**config.mk**
```make
export PLATFORM = sky130hd
export DESIGN_NAME = i2c_bus_monitor
export DESIGN_NICKNAME = d
export VERILOG_FILES = /design/src/rtl/i2c_bus_monitor.sv
export SDC_FILE = /design/constraint.sdc
export NUM_CORES = 1
export LEC_CHECK = 0
export CAP_MARGIN = 20
export CELL_PAD_IN_SITES_DETAIL_PLACEMENT = 0
export CELL_PAD_IN_SITES_GLOBAL_PLACEMENT = 1
export CORE_ASPECT_RATIO = 0.6
export CORE_MARGIN = 2
export CORE_UTILIZATION = 35
export CTS_CLUSTER_DIAMETER = 150
export CTS_CLUSTER_SIZE = 10
export DETAILED_ROUTE_END_ITERATION = 8
export PLACE_DENSITY_LB_ADDON = 0.1
export SLEW_MARGIN = 5
export SYNTH_ARGS = -nofsm -noshare
export SYNTH_HDL_FRONTEND = slang
export SYNTH_SLANG_ARGS = --single-unit
```
**constraint.sdc**
```tcl
create_clock -name clk -period 1.5 [get_ports clk]
set_input_delay 0.225 -clock clk [delete_from_list [all_inputs] [get_ports clk]]
set_output_delay 0.225 -clock clk [all_outputs]
set_load 0.01 [all_outputs]
```
**src/rtl/i2c_bus_monitor.sv**
```systemverilog
// Oversampling I2C bus monitor: synchronises and deglitches SCL/SDA, detects
// START / REPEATED START / STOP, and deserialises data bits, bytes and the ACK slot.
module i2c_bus_monitor #(
    parameter int SYNC_STAGES = 2,
    parameter int FILTER_LEN  = 3
) (
    input  logic       clk,
    input  logic       reset_n,
    input  logic       sck,
    input  logic       sda,
    input  logic       clear_seen,
    output logic       start_pulse,
    output logic       rstart_pulse,
    output logic       stop_pulse,
    output logic       bus_busy,
    output logic       bit_valid,
    output logic       bit_value,
    output logic       byte_valid,
    output logic [7:0] byte_data,
    output logic       ack_valid,
    output logic       ack,
    output logic       framing_error,
    output logic       seen_start,
    output logic       seen_repeated_start,
    output logic       seen_stop
);

    localparam int CW = $clog2(FILTER_LEN + 1);

    typedef enum logic {
        IDLE,
        ACTIVE
    } state_t;

    state_t state, state_next;

    // Index 0 is SCL, index 1 is SDA.
    logic [1:0]             raw;
    logic [SYNC_STAGES-1:0] sync_q [2];
    logic [CW-1:0]          cnt_q  [2];
    logic [1:0]             filt_q;
    logic [1:0]             prev_q;

    logic       pending, pending_v;
    logic [3:0] bit_idx;
    logic [7:0] shift_q;

    assign raw = {sda, sck};

    // Sync flops and filters reset to 1 so the bus looks idle out of reset.
    always_ff @(posedge clk or negedge reset_n) begin
        if (!reset_n) begin
            for (int i = 0; i < 2; i++) begin
                sync_q[i] <= '1;
                cnt_q[i]  <= '0;
            end
            filt_q <= 2'b11;
            prev_q <= 2'b11;
        end else begin
            for (int i = 0; i < 2; i++) begin
                sync_q[i] <= {sync_q[i][SYNC_STAGES-2:0], raw[i]};
                if (sync_q[i][SYNC_STAGES-1] == filt_q[i]) begin
                    cnt_q[i] <= '0;
                end else if (cnt_q[i] == CW'(FILTER_LEN - 1)) begin
                    filt_q[i] <= ~filt_q[i];
                    cnt_q[i]  <= '0;
                end else begin
                    cnt_q[i] <= cnt_q[i] + CW'(1);
                end
            end
            prev_q <= filt_q;
        end
    end

    logic scl_f, sda_f, scl_p, sda_p;
    logic scl_rise, scl_fall, scl_steady_hi;
    logic det_start, det_rstart, det_stop, det_any;

    assign scl_f = filt_q[0];
    assign sda_f = filt_q[1];
    assign scl_p = prev_q[0];
    assign sda_p = prev_q[1];

    assign scl_rise      = scl_f & ~scl_p;
    assign scl_fall      = ~scl_f & scl_p;
    assign scl_steady_hi = scl_f & scl_p;

    assign det_start  = scl_steady_hi & ~sda_f & sda_p & (state == IDLE);
    assign det_rstart = scl_steady_hi & ~sda_f & sda_p & (state == ACTIVE);
    assign det_stop   = scl_steady_hi & sda_f & ~sda_p;
    assign det_any    = det_start | det_rstart | det_stop;

    always_ff @(posedge clk or negedge reset_n) begin
        if (!reset_n) state <= IDLE;
        else          state <= state_next;
    end

    // NOTE: default assigned first so every path drives state_next; no latch.
    always_comb begin
        state_next = state;
        case (state)
            IDLE:    if (det_start) state_next = ACTIVE;
            ACTIVE:  if (det_stop)  state_next = IDLE;
            default: state_next = IDLE;
        endcase
    end

    assign bus_busy = (state == ACTIVE);

    always_ff @(posedge clk or negedge reset_n) begin
        if (!reset_n) begin
            start_pulse         <= 1'b0;
            rstart_pulse        <= 1'b0;
            stop_pulse          <= 1'b0;
            framing_error       <= 1'b0;
            bit_valid           <= 1'b0;
            bit_value           <= 1'b0;
            byte_valid          <= 1'b0;
            byte_data           <= 8'h00;
            ack_valid           <= 1'b0;
            ack                 <= 1'b0;
            seen_start          <= 1'b0;
            seen_repeated_start <= 1'b0;
            seen_stop           <= 1'b0;
            pending             <= 1'b0;
            pending_v           <= 1'b0;
            bit_idx             <= 4'd0;
            shift_q             <= 8'h00;
        end else begin
            start_pulse   <= det_start;
            rstart_pulse  <= det_rstart;
            stop_pulse    <= det_stop;
            framing_error <= (det_rstart | det_stop) && (bit_idx != 4'd0);
            bit_valid     <= 1'b0;
            byte_valid    <= 1'b0;
            ack_valid     <= 1'b0;

            // NOTE: a new set takes priority over clear_seen in the same cycle.
            seen_start          <= det_start  | (seen_start & ~clear_seen);
            seen_repeated_start <= det_rstart | (seen_repeated_start & ~clear_seen);
            seen_stop           <= det_stop   | (seen_stop & ~clear_seen);

            if (det_any) begin
                // The SCL-high phase of a condition never becomes a data bit.
                pending_v <= 1'b0;
                bit_idx   <= 4'd0;
            end else if (state == ACTIVE) begin
                if (scl_rise) begin
                    pending   <= sda_f;
                    pending_v <= 1'b1;
                end else if (scl_fall && pending_v) begin
                    pending_v <= 1'b0;
                    bit_valid <= 1'b1;
                    bit_value <= pending;
                    if (bit_idx == 4'd8) begin
                        ack_valid <= 1'b1;
                        ack       <= ~pending;
                        bit_idx   <= 4'd0;
                    end else begin
                        shift_q <= {shift_q[6:0], pending};
                        bit_idx <= bit_idx + 4'd1;
                        if (bit_idx == 4'd7) begin
                            byte_valid <= 1'b1;
                            byte_data  <= {shift_q[6:0], pending};
                        end
                    end
                end
            end
        end
    end

endmodule
```
---- After elaboration in Yosys (flattened, before gate mapping) ----
Index checks and enable logic that the tools add are counted.
cells by class
  add/subtract/negate cells ............... 3
  eq/ne operators ......................... 7
  muxes and demuxes ....................... 31
  bitwise operators ....................... 30
  reductions and logical operators ........ 15
operators with widths
  cell                                           count
  two-way mux 1 bit                              21
  two-way mux 4 bit                              5
  bitwise AND 1 bit                              12
  NOT 1 bit                                      12
  AND reduction 5 bit                            2
  two-way mux 2 bit                              4
  bitwise OR 1 bit                               6
  AND reduction 2 bit                            3
  AND reduction 3 bit                            2
  AND reduction 6 bit                            1
  adder 2 x 1 -> 2 bit, second input constant    2
  adder 4 x 1 -> 4 bit, second input constant    1
  == test 2 bit, second input constant           2
  == test 4 x 3 -> 1 bit, second input constant  1
  == test 4 bit, second input constant           1
  AND reduction 4 bit                            1
  nonzero test 2 bit                             2
  nonzero test 4 bit                             1
  nonzero test 3 bit                             1
  == test 1 bit                                  2
  logical AND 1 bit                              2
  != test 2 x 1 -> 1 bit, second input constant  1
  case mux 1 bit (2 select lines)                1
storage, ports and cells
  flip-flop bits (word level) ............. 46
  input bits .............................. 5
  output and inout bits ................... 21
  word-level logic and storage cells ...... 111

---- Logic depth before layout (Yosys ltp) ----
Gate-level depths: netlist of run 1.
  depth after elaboration ................. 8
  depth in mapped cells ................... 5
  depth with buffers taken out ............ 5

---- Worst setup path before layout of run 1 ----
Ideal clock, no wire load.
  path kind ............................... flip-flop to flip-flop
  start point ............................. register state, in the netlist bus_busy
  end point ............................... register byte_data[0]
  library setup time ...................... 0.125 ns
  arrival time ............................ 1.430 ns
  data required time ...................... 1.375 ns
  setup slack ............................. -0.055 ns
  stages on the path, launching flop included .. 5
  buffers on the path ..................... 1
  clock period less this slack ............ 1.555 ns
  cell sequence ........................... dfrtp_1 -> buf_2 -> nand4b_4 -> nor3_4 -> mux2_2
on the way
  word-level cells in the longest chain between the ends .. 6
  elaborated cells on any way between the ends .. 7
  classes of those cells .................. bitwise (6); reduce/logical (1)
ends and longest elaborated chain
  what                               line  text
  start, declared                    35    state_t state, state_next;
  start signal, assigned             95    else state <= state_next;
  NOT 1 bit                          -
  bitwise AND 1 bit                  88    assign det_start = scl_steady_hi & ~sda_f & sda_p & (state == IDLE);
  bitwise OR 1 bit (2 in series)     91    assign det_any = det_start | det_rstart | det_stop;
  NOT 1 bit (no line)                -
  AND reduction 6 bit (no line) (*)  -
  end signal, assigned               164   byte_data <= {shift_q[6:0], pending};
  end, declared                      19    output logic [7:0] byte_data,
Mark *: on every way between the ends. The rest lies on a longest branch, timed or not.
A chain may end at the register's enable or synchronous reset.

---- Worst setup path after layout of run 1 ----
  start point ............................. register prev_q[0]
  end point ............................... register byte_data[4]
on the way
  word-level cells in the longest chain between the ends .. 8
  elaborated cells on any way between the ends .. 16
  classes of those cells .................. bitwise (14); reduce/logical (2)
ends and longest elaborated chain
  what                                  line    text
  start, declared                       42      logic [1:0] prev_q;
  start signal, assigned                71      prev_q <= filt_q;
  bitwise AND 1 bit                     86      assign scl_steady_hi = scl_f & scl_p;
  bitwise AND 1 bit (2 in series)       88, 89
  bitwise AND 1 bit (on tied branches)  88, 89
  bitwise OR 1 bit (2 in series)        91
  NOT 1 bit (no line)                   -
  AND reduction 6 bit (no line) (*)     -
Marked as above.

==> results of run 1 <==
==> area by class of cell <==
class,instances,area [sq um]
Fill cell,409,2300
Tap cell,63,78.8
Timing Repair Buffer,44,409
Multi-Input combinational cell,68,607
Sequential cell,46,1160
Inverter,10,37.5
Clock buffer,5,68.8
Clock inverter,3,40.0
==> final timing paths <==
kind | startpoint | end | slack, ps | depth (start not counted)
worst min register to register | sync_q[0] | sync_q[1] | 360 | 0
worst min-delay path | sck | sync_q[2] | 340 | 1
worst max-delay path | prev_q[0] | byte_data[4] | -30 | 4
min in group asynchronous | reset_n | cnt_q[3] | 380 | 2
worst max register to register | prev_q[0] | byte_data[4] | -30 | 4
max in group asynchronous | reset_n | prev_q[0] | 560 | 3
==> cells in the mapped netlist (all sizes together) <==
cell    count
nor2b       2
xnor2       4
nand2b      1
inv        10
o31ai       1
nand4b      3
a22oi       1
nor3        3
ha          2
dfstp       8
a22o        1
a21o        1
nand3       1
buf         2
clkbuf      1
a211o       1
o21ai       7
or2         1
nor2        4
dfrtp      38
mux2       18
o22ai       1
nand3b      1
a21oi       2
nor3b       3
nand2      10
==> metrics by stage <==
stage	utilization, %	setup TNS [ps]	cells	power (mW)	cell area (sq um)
6_report	51.0	-228	239	3.60	2400
5_1_grt	51.0	-975	239	3.85	2400
4_1_cts	49.7	-658	236	3.58	2340
3_5_place_dp	46.1	-502	225	2.64	2170
3_3_place_gp	46.1	-674	225	2.60	2170
2_1_floorplan	-	0	127	2.27	1760
==> layout by cell type (no fill, tap or decap) <==
cell type	instances
a22o_1	1
nor3_4	1
nand3b_1	1
nand2b_1	1
dlygate4sd2_1	1
nor2b_1	2
nand2_4	1
dlygate4sd3_1	1
dfrtp_1	38
o31ai_1	1
nand4b_1	2
nor3_1	2
nor3b_1	3
clkbuf_8	5
xnor2_1	4
mux2_4	15
buf_4	15
nand2_2	1
nand4b_4	1
buf_12	1
dfstp_2	8
buf_6	2
mux2_2	3
o21ai_1	1
clkinv_2	2
nand2_1	8
o22ai_1	1
clkdlybuf4s50_1	23
a211o_2	1
buf_2	1
nor2_1	4
a21oi_1	2
a22oi_1	1
bufinv_16	1
a21o_1	1
nand3_1	1
or2_2	1
o21ai_0	6
ha_2	2
inv_1	10
==> registers in the layout, summed over array words and instances (netlist names), 2 cells and up <==
signal     count
bit_idx        4
sync_q         4
prev_q         2
shift_q        7
byte_data      8
cnt_q          4
filt_q         2
==> power by group <==
group | leakage (nW) | total (mW) | switching, mW | internal [mW]
sequential | 0.603 | 1.72 | 0.194 | 1.53
clock | 0.0579 | 0.891 | 0.401 | 0.490
combinational | 0.479 | 0.982 | 0.413 | 0.569
==> routing by layer <==
| metal | up-vias | track usage, % | share of wire, % |
|---|---|---|---|
| li1 | 524 | - | - |
| met1 | 535 | 19.2 | 54 |
| met2 | 18 | 16.3 | 41 |
| met3 | 7 | 4.23 | 3.8 |
| met4 | 0 | 4.29 | 1.4 |
| met5 | - | 0 | 0 |
==> logic make-up (layout without fill, tap and decap cells) <==
kind of cell	Yosys count	after routing	share of synthesized area, %
adder cells (fa/ha/maj)	2	2	1.42
buffers and inverters	13	62	3.28
AND/OR/NAND/NOR	29	29	10.4
multiplexers	18	18	11.5
XOR/XNOR	4	4	1.99
flip-flops	46	46	66.1
AO/OA/AOI/OAI	15	15	5.27
==> what timing repair did <==
item | CTS | global route
pin swaps | 2 | 4
setup endpoints to repair | 10 | 17
hold endpoints to repair | 12 | 0
gates resized for setup | 12 | 11
hold buffers | 1 | 0
setup buffers | 2 | 3
==> results.yml, run 1 <==
outcome:
  status: "finished with violations"
  violations: "setup timing"
power:
  power.leakage_nw: 1.14
  powerDensity_nw_per_um2: 1500
  vdd_drop_max_mv: 0.568
drt:
  num_vias: 1084
  ant_nets: 0
  routed_via_density: 4.54
  drc: 0
  wl_per_cell_um: 13.0
  drtPass1Iterations: 4
  dr.first_iter.drc_count: 34
  routed_wl_mm: 3.11
clock_tree:
  clock_latency_ps: 290
  cts_tree: "yes"
  h-tree-depth: 2
  cts_buffers: 5
  clkSlewWorstSetupHoldPaths_ps: 80
  cts_num_sinks: 46
  clockBufferDepth: 2
  cts_root_buffer: "clkbuf_8"
setup_path:
  worstSetupEndpointType: "register"
  path_cells: "nand4b_4, nor3_4, buf_6, mux2_4"
  cpLargestDelayFamily: "flip-flops"
  crit_path_top_delay_cell: "dfstp_2"
  cp-start-kind: "register"
  critical_path_required_ps: 1680
  critPathMaxStageDelay_ps: 560
  arrival_ps: 1710
  cp_num_buf_inv: 1
  critPathMaxFanout: 4
  critical_path_class: "reg2reg"
sta:
  fmax_ghz: 0.652
  skew_ps: 4.81
  grt_setup_unrepaired: "true"
  hold_violations: 0
  worst_slew_pin_slew_ps: 392
  whs_ps: 335
  finalWorstSetupSlack_ps: -34.5
  setup_viol: 8
  slew_viol_final: 0
  fin_crit_sh_pct: 102
  fin_crit_ps: 1530
  max_slew_margin_pct: 73.9
yosys:
  syn_inst: 127
  synth_top_area_share_pct: 54.1
  yosysWarningCount: 0
  synthesis.area_sq_um: 1760
  avgSynthCellArea_sq_um: 13.8
  ys_seq_area_share_pct: 66.1
  yosys.area.top_type: "dfrtp_1"
  synth_nets: 134
  synth.distinct_cells: 30
  ys_ff_latch: 46
  synth.area.top_cells: "dfrtp_1 54%, dfstp_2 12%, mux2_2 12%"
global_route:
  grtUsageTotal_pct: 12.5
  grt_start_max_net_pins: 31
  grt_overflow: 0
  grt_pass1_wl_mm: 5.24
  grt_pass1_vias: 1107
  antenna_found_initial: 0
layout:
  num_antenna_cells: 0
  final_layout_size_suffix_gt1_share_pct: 34.7
  fin_nets: 182
  area_delta_synth_final_pct: 36.8
die:
  dieWidth_um: 95.5
  die_h_um: 58.9
  pin_count: 26
  initial_core_util_pct: 37.3
  rows: 19
  die_area_sq_um: 5620
  core_sq_um: 4710
hold_path:
  min_path_type: "in2reg"
run:
  drv_cap: 0
placed_design:
  port_buffers: 25
  dp_slack_ps: -68.2
  gp_congestion: 0.758
  dpl.hpwl_mm: 2.15
(Power assumes the default switching activity.)
==> run 2: changes to the inputs <==
Settings changed: HOLD_SLACK_MARGIN set to 0.02, SLEW_MARGIN 5 to 10.
==> results of run 2 <==
No change in the layout: final DEF, timing and power equal those of run 1.
==> run 3: changes to the inputs <==
Settings changed: CORE_UTILIZATION 35 to 39.
==> run 3 against run 2 <==
Against the previous run: the flow now finishes without violations; flip-flop and latch count unchanged; power decreased by 5.1%; global-route usage about the same; register-to-register slack improved by 50 ps; die area decreased by 9.7%; non-clock buffer count decreased by 5; utilization increased by 4.1 points; clock-buffer cell count increased by 2; fmax increased by 3.6%; clock power decreased by 15%; combinational power decreased by 5.2%; critical path type unchanged; largest cell class unchanged; highest routed layer unchanged.
==> results.yml, run 3 (same netlist as run 1, synthesis figures left out) <==
drt:
  routed_via_density: 4.58
  routed_wl_mm: 2.95
  drc: 0
  drtPass1Iterations: 4
  ant_nets: 0
  wl_per_cell_um: 12.8
  num_vias: 1059
  dr.first_iter.drc_count: 96
sta:
  fin_crit_ps: 1480
  setup_viol: 0
  skew_ps: 3.11
  finalWorstSetupSlack_ps: 19.4
  grt_setup_unrepaired: "true"
  setup_tns_ps: 0
  max_slew_margin_pct: 82.8
  worst_slew_pin_slew_ps: 258
  fin_crit_sh_pct: 98.7
  slew_viol_final: 0
  hold_violations: 0
  whs_ps: 337
  fmax_ghz: 0.675
hold_path:
  hold_path_depth: 1
  min_path_type: "in2reg"
  hold_end: "sync_q[2]"
  hold_path_startpoint: "sck"
clock_tree:
  cts_buffers: 5
  cts_num_sinks: 46
  cts_tree: "yes"
  clkSlewWorstSetupHoldPaths_ps: 80
  h-tree-depth: 2
  clock_latency_ps: 290
  clockBufferDepth: 2
  cts_root_buffer: "clkbuf_8"
global_route:
  antenna_found_initial: 0
  grt_pass1_wl_mm: 4.82
  grt_overflow: 0
  grt_start_max_net_pins: 47
  grtUsageTotal_pct: 12.5
  grt_pass1_vias: 1039
placed_design:
  gp_congestion: 0.801
  port_buffers: 25
  dp_slack_ps: -37.6
  placed_area_sq_um: 2150
  dpl.hpwl_mm: 2.02
run:
  drv_cap: 0
setup_path:
  cp-start-kind: "register"
  r2r-end: "shift_q[5]"
  ff2ff_setup_slack_ps: 20
  worstSetupEndpointType: "register"
  cpLargestDelayFamily: "flip-flops"
  arrival_ps: 1660
  r2r_start: "bit_idx[0]"
  path_cells: "inv_1, ha_2, nand3b_1, nand2_4, mux2_2"
  critPathMaxStageDelay_ps: 420
  critical_path_class: "reg2reg"
  cp_num_buf_inv: 1
  critPathMaxFanout: 9
  critical_path_required_ps: 1680
  r2r_cells: 5
  crit_path_top_delay_cell: "dfrtp_1"
die:
  rows: 18
  die_area_sq_um: 5070
  initial_core_util_pct: 41.7
  die_h_um: 56.0
  core_sq_um: 4210
  pin_count: 26
  dieWidth_um: 90.6
layout:
  finalInstanceArea_sq_um: 2320
  layout_common_cells: "38 x dfrtp_1, 23 x clkdlybuf4s50_1, 11 x buf_4, 10 x inv_1, 10 x mux2_2"
  top_register: "byte_data"
  largest_register_ffs: 8
  final_layout_size_suffix_gt1_share_pct: 32.2
  layout_commonest_cell: "dfrtp_1"
  area_delta_synth_final_pct: 32.2
  reg.largest.list: "byte_data (8), shift_q (7)"
  fin_nets: 177
  fillCellCount: 344
  num_antenna_cells: 0
outcome:
  status: "finished clean"
power:
  powerDensity_nw_per_um2: 1470
  vdd_drop_max_mv: 0.621
  power.leakage_nw: 1.08
[run 3: cell type report]
type | instances | area (sq um) | share of cell area (%)
flip-flops and latches | 46 | 1160 | 50.0
multi-input cells | 68 | 581 | 25.0
repair buffers | 39 | 377 | 16.2
clock buffers | 7 | 86.3 | 3.72
well taps | 60 | 75.1 | 3.23
inverters | 10 | 37.5 | 1.62
clock inverters | 1 | 5.00 | 0.216
[run 3: layer usage]
metal	vias to the layer above	GRT usage (%)	wire length, um
li1	513	-	-
met1	524	18.2	1580
met2	19	16.8	1210
met3	3	4.88	145
met4	0	4.62	19
met5	-	0	0
[run 3: worst max path at each step]
stage                    start            to  slack [ps]  cells after the start
finish              bit_idx[0]    shift_q[5]          20                      5
CTS                 bit_idx[0]  byte_data[3]           9                      5
global placement    bit_idx[0]  byte_data[3]         -40                      5
floorplan            prev_q[0]  byte_data[0]           3                      3
detailed placement  bit_idx[0]  byte_data[3]         -40                      5
global route        bit_idx[0]    shift_q[5]         -70                      5
[run 3: per-stage QoR]
stage	util, %	power [mW]	instances
finish	55.1	3.41	231
global route	55.1	3.62	231
CTS	54.1	3.42	230
detailed placement	51.0	2.63	218
global placement	51.0	2.59	218
floorplan	-	2.27	127
[run 3: worst reg2reg max path, cell delays in order, from the launching register on]
cell and delay, ps:
dfrtp_1 420, inv_1 80, ha_2 180, nand3b_1 160, nand2_4 180, mux2_2 350
[run 3: what timing repair did]
action | in CTS | in global routing
buffers inserted | 3 | 1
resized for setup | 3 | 11
setup endpoints to repair | 16 | 17
pin swaps | 1 | 1
hold endpoints to repair | 38 | 0
hold buffers | 1 | 0
[run 3: report_power, final]
group,internal [mW],total [mW],switching [mW]
clock network,0.372,0.761,0.389
registers,1.53,1.72,0.192
logic,0.519,0.931,0.412
total,2.42,3.41,0.993
